`config.mk`:
```
export PLATFORM = sky130hd
export DESIGN_NAME = divide_two_inputs_seq
export DESIGN_NICKNAME = d
export VERILOG_FILES = /design/src/rtl/divide_two_inputs_seq.sv
export SDC_FILE = /design/constraint.sdc
export NUM_CORES = 1
export LEC_CHECK = 0
export ABC_AREA = 0
export CORE_UTILIZATION = 55
export CTS_BUF_LIST = sky130_fd_sc_hd__clkbuf_4
export DETAILED_ROUTE_END_ITERATION = 8
export GPL_TIMING_DRIVEN = 0
export PLACE_DENSITY = 0.78
export SYNTH_ARGS = -nofsm -noshare
export SYNTH_HDL_FRONTEND = slang
export SYNTH_SLANG_ARGS = --single-unit
```
`constraint.sdc`:
```
create_clock -name clock -period 5.48 [get_ports clock]
set_input_delay 1.37 -clock clock [delete_from_list [all_inputs] [get_ports clock]]
set_output_delay 1.37 -clock clock [all_outputs]
set_load 0.01 [all_outputs]
```
`src/rtl/divide_two_inputs_seq.sv`:
```
// divide_two_inputs_seq
//   Signed fixed-point divider: Q = (A << FRAC_BITS) / B, rounding toward zero.
//   Pops one A/B pair from two first-word-fall-through FIFOs and runs a radix-2
//   restoring divide on the magnitudes, one quotient bit per cycle. It then
//   applies the sign, saturation and divide-by-zero handling, and pushes the
//   result to an output FIFO. At most one operation is in flight.
// Ports
//   clock, reset            rising-edge clock, synchronous active-high reset
//   inA_rd_en/_empty/_dout  dividend FIFO (pop, empty flag, signed data)
//   inB_rd_en/_empty/_dout  divisor FIFO
//   out_wr_en/_full/_din    quotient FIFO (push, full flag, registered data)
//   busy                    high whenever not IDLE
//   div_by_zero             pulses with out_wr_en for a B==0 result
module divide_two_inputs_seq #(
  parameter int DATA_WIDTH = 32,
  parameter int FRAC_BITS  = 0,
  parameter int SATURATE   = 1
) (
  input  logic                  clock,
  input  logic                  reset,
  output logic                  inA_rd_en,
  input  logic                  inA_empty,
  input  logic [DATA_WIDTH-1:0] inA_dout,
  output logic                  inB_rd_en,
  input  logic                  inB_empty,
  input  logic [DATA_WIDTH-1:0] inB_dout,
  output logic                  out_wr_en,
  input  logic                  out_full,
  output logic [DATA_WIDTH-1:0] out_din,
  output logic                  busy,
  output logic                  div_by_zero
);
  localparam int W  = DATA_WIDTH;
  localparam int N  = DATA_WIDTH + FRAC_BITS;
  localparam int CW = $clog2(N);

  localparam logic [1:0] S_IDLE  = 2'd0;
  localparam logic [1:0] S_DIV   = 2'd1;
  localparam logic [1:0] S_FIX   = 2'd2;
  localparam logic [1:0] S_WRITE = 2'd3;

  localparam logic [W-1:0] ONE_W  = W'(1);
  localparam logic [W-1:0] SMAX   = {1'b0, {(W-1){1'b1}}};
  localparam logic [W-1:0] SMIN   = {1'b1, {(W-1){1'b0}}};
  // Largest magnitudes that still fit the signed result.
  localparam logic [N-1:0] MAGMAX = {{(N-W+1){1'b0}}, {(W-1){1'b1}}};
  localparam logic [N-1:0] MAGMIN = MAGMAX + N'(1);

  logic [1:0]    state_q, state_d;
  logic [CW-1:0] cnt_q, cnt_d;
  logic [W-1:0]  babs_q, babs_d;
  // The partial remainder never reaches |B|, so W bits hold it; the extra
  // bit exists only in the shifted trial value rem_sh.
  logic [W-1:0]  rem_q, rem_d;
  // Dividend shifts out of the top while quotient bits shift in at the bottom.
  logic [N-1:0]  quo_q, quo_d;
  logic          neg_q, neg_d, zero_q, zero_d, aneg_q, aneg_d;
  logic [W-1:0]  dout_q, dout_d;
  logic          dz_q, dz_d;

  logic          pop;
  logic [W-1:0]  a_abs, b_abs;
  logic [N-1:0]  dvd;
  logic [W:0]    rem_sh;
  logic [W-1:0]  diff;
  logic          ge;
  logic [W-1:0]  neg_low, fix_val;

  // Reset gates the handshakes so nothing is popped or pushed while in reset.
  assign pop         = (state_q == S_IDLE) && !reset && !inA_empty && !inB_empty;
  assign inA_rd_en   = pop;
  assign inB_rd_en   = pop;
  assign out_wr_en   = (state_q == S_WRITE) && !reset && !out_full;
  assign div_by_zero = out_wr_en && dz_q;
  assign busy        = (state_q != S_IDLE);
  assign out_din     = dout_q;

  // Two's complement magnitude; the most negative value maps to 2^(W-1) exactly.
  assign a_abs = inA_dout[W-1] ? (~inA_dout + ONE_W) : inA_dout;
  assign b_abs = inB_dout[W-1] ? (~inB_dout + ONE_W) : inB_dout;

  always_comb begin
    dvd = '0;
    dvd[N-1 -: W] = a_abs;
  end

  assign rem_sh = {rem_q, quo_q[N-1]};
  assign ge     = rem_sh >= {1'b0, babs_q};
  // When ge holds the true difference is below |B|, so the low W bits suffice.
  assign diff   = rem_sh[W-1:0] - babs_q;

  assign neg_low = ~quo_q[W-1:0] + ONE_W;

  always_comb begin
    fix_val = neg_q ? neg_low : quo_q[W-1:0];
    if (zero_q) begin
      fix_val = aneg_q ? SMIN : SMAX;
    end else if (SATURATE != 0) begin
      if (!neg_q && (quo_q > MAGMAX)) fix_val = SMAX;
      if (neg_q && (quo_q > MAGMIN))  fix_val = SMIN;
    end
  end

  always_comb begin
    state_d = state_q;
    cnt_d   = cnt_q;
    babs_d  = babs_q;
    rem_d   = rem_q;
    quo_d   = quo_q;
    neg_d   = neg_q;
    zero_d  = zero_q;
    aneg_d  = aneg_q;
    dout_d  = dout_q;
    dz_d    = dz_q;
    case (state_q)
      S_IDLE: begin
        if (pop) begin
          babs_d  = b_abs;
          quo_d   = dvd;
          rem_d   = '0;
          neg_d   = inA_dout[W-1] ^ inB_dout[W-1];
          zero_d  = (inB_dout == '0);
          aneg_d  = inA_dout[W-1];
          cnt_d   = CW'(N - 1);
          state_d = (inB_dout == '0) ? S_FIX : S_DIV;
        end
      end
      S_DIV: begin
        rem_d = ge ? diff : rem_sh[W-1:0];
        quo_d = {quo_q[N-2:0], ge};
        if (cnt_q == '0) state_d = S_FIX;
        else             cnt_d   = cnt_q - CW'(1);
      end
      S_FIX: begin
        dout_d  = fix_val;
        dz_d    = zero_q;
        state_d = S_WRITE;
      end
      S_WRITE: begin
        if (!out_full) begin
          dz_d    = 1'b0;
          state_d = S_IDLE;
        end
      end
      default: state_d = S_IDLE;
    endcase
  end

  always_ff @(posedge clock) begin
    if (reset) begin
      state_q <= S_IDLE;
      cnt_q   <= '0;
      babs_q  <= '0;
      rem_q   <= '0;
      quo_q   <= '0;
      neg_q   <= 1'b0;
      zero_q  <= 1'b0;
      aneg_q  <= 1'b0;
      dout_q  <= '0;
      dz_q    <= 1'b0;
    end else begin
      state_q <= state_d;
      cnt_q   <= cnt_d;
      babs_q  <= babs_d;
      rem_q   <= rem_d;
      quo_q   <= quo_d;
      neg_q   <= neg_d;
      zero_q  <= zero_d;
      aneg_q  <= aneg_d;
      dout_q  <= dout_d;
      dz_q    <= dz_d;
    end
  end
endmodule
```
==> metrics <==
CP arrival=approximately 3.9 ns; Hold WS=around 0.49 ns; Row Count=47; Final Power=~5.1 mW; drt first pass iters=6; class of the worst hold path=flip-flop to flip-flop; cells after synthesis=about 1.2k; syn nets=1349; via count=approximately 9.7k; post-route cell area=~0.011 mm²; CTS max path bufs=2; Die Wd=roughly 130 µm; critical path type=input pin to output port; core area=0.0167 mm²; Final WS setup=between 0.2 and 0.25 ns; Pins Over Slew Limit=0; Max Cap Violations=0; Primary FF master, synth=dfxtp_1; synthesized flop and latch total=between 100 and 150; RSZ-0062 raised after global routing=no; largest net degree at the start of global routing=18; Final #Nets=around 1.5k; initial core utilization=56.6%; H-tree depth=4; final number of setup-violating endpoints=0; total CTS buffers=17; post-synth top area share=roughly 29%; startpoint class of the critical path=input pin; Root Driver=clkbuf_4; clock period minus worst slack=between 5 and 6 ns; Crit Path Max Fanout=11; Area contributors post-synth=dfxtp_1 (29%), nand2_1 (6.1%), xor2_1 (5.7%); clock sinks=between 100 and 150; clock latency on the worst-skew pair=0.59 ns; Power Density=460 mW/mm²; Buffers on Ports=104; post-synth top area cell=dfxtp_1; FFs w/ async S/R, synth=0%; Die Y-Extent=between 100 and 150 µm; final period utilization=a little over nine tenths; Worst Max-Slew Pin Slew=approximately 0.91 ns; commonest cells in the netlist=nand2_1 (153), dfxtp_1 (139), o21ai_0 (100), nor2_1 (99), a21oi_1 (91); Crit. End Element=output port; Worst-path clk slew=between 0.1 and 0.15 ns; Syn-to-layout area delta=17.3%; Post-synth EDFFs=0; Place WS=-0.476 ns; R2R depth=12; maximum VDD drop=~0.00025 V; Wirelength per Cell=around 17 µm; vias in the first global route=between 8k and 9k; final WL=27.9 mm; DRT iter0 DRCs=between 900 and 1k; Fin Clk Skew=0.0280 ns; I/O pin count=106; Achievable Freq=around 190 MHz; Slew HR=about 39%; GRT Overall Usage=a little under a third; status=completed; Fin. Hold Viols=0; Post-Syn Area per Cell=between 7 and 8 µm²; sequential share of the synthesized area=29.4%; Synth warnings=0; routed vias/inst=between 6 and 7; TritonCTS clock tree=yes; most frequent cell after synthesis=nand2_1; final estimated routing congestion in global placement=roughly 0.94; placed inst area=between 0.01 and 0.015 mm²; Placed Instances=about 1.6k; hold depth=2; share of cells above drive strength 1=~4.7%; DRT antenna net count=0; CP required=~4.1 ns; post-synthesis instance area=0.00945 mm²; unique cell type count in the Yosys netlist=69; Leak=~4.1 nW; first-pass GRT wire length=approximately 45 mm; global route overflow=0; fin cells=roughly 1.6k; Die Area=0.0177 mm²; # hold bufs at CTS=0; Final HPWL DP=~21 mm; number of remaining DRC errors=0; initial antenna violation count=1
## cell type report
type,instances,area [µm²]
Multi-Input combinational cell,964,6150
Antenna cell,1,2.50
Clock buffer,18,135
Clock inverter,14,146
Sequential cell,139,2780
Tap cell,220,275
Inverter,60,229
Timing Repair Buffer,108,1070
Buffer,73,292
Fill cell,1508,5620
## placed cells by master, fill, tap and decap left out, drive strengths merged, types with 13 or more instances in the layout
cell type	count
nand2	153
dfxtp	139
clkdlybuf4s50	104
o21ai	104
nor2	99
a21oi	91
clkbuf	82
xor2	61
inv	61
ha	42
xnor2	39
or3	37
a211oi	33
mux2i	32
nor3	31
o31ai	22
nand3	18
nor4	16
o221ai	16
o211ai	15
o41ai	13
buf	13
## registers in the layout, summed over array words and instances (netlist names)
register,count
neg_q,1
cnt_q,5
out_din,32
rem_q,32
aneg_q,1
quo_q,32
zero_q,1
babs_q,32
dz_q,1
state_q,2
## critical path, stage by stage
cell and delay [ns]:
clkdlybuf4s50_1 0.51, or4_1 0.53, clkbuf_1 0.25, clkinvlp_4 0.23, clkbuf_2 0.32, buf_4 0.16, clkdlybuf4s50_1 0.52
## path summary, 6_finish.rpt
| check | start | to | slack [ns] |
|---|---|---|---|
| worst max-delay path | reset | inB_rd_en | 0.20 |
| worst min-delay path | out_din[15] | out_din[15] | 0.49 |
| worst max register to register | quo_q[31] | rem_q[30] | 1.96 |
| worst min register to register | out_din[15] | out_din[15] | 0.49 |
## through the flow
stage	util, %	setup TNS, ns
finish	66.4	0
global route	66.4	0
floorplan	-	0
global placement	64.5	-0.928
detailed placement	64.5	-0.875
CTS	66.2	0
## power by group
group	switching (mW)	internal, mW	leakage [nW]
combinational	1.78	1.29	2.85
sequential	0.144	1.19	1.13
clock	0.418	0.276	0.149
## kinds of logic (layout without fill, tap and decap cells)
family / count (synthesis) / in the layout / share of synthesized area, %
multiplexers: 32 / 32 / 3.39
other: 0 / 1 / 0
buffers and inverters: 134 / 273 / 5.49
flip-flops: 139 / 139 / 29.4
XOR/XNOR: 100 / 100 / 9.27
adder cells (fa/ha/maj): 43 / 43 / 5.77
AO/OA/AOI/OAI: 365 / 365 / 25.1
AND/OR/NAND/NOR: 424 / 424 / 21.5
## per-layer routing
layer  vias to the layer above  GRT usage [%]  share of wire [%]  routed length, µm
li1                       4707              -                  -                  -
met1                      4538           47.6                 48              13300
met2                       443           45.6                 41              11500
met3                        51           6.39                9.0               2510
met4                         0           9.79                2.2                602
met5                         -              0                  0                  0
## repair_timing
action,in CTS,in global routing
pin swaps,0,0
buffers inserted,0,4
endpoints found under the hold margin,0,0
endpoints found under the setup margin,2,1
resized for setup,2,0
No activity file was read; power rests on OpenSTA's default activity.
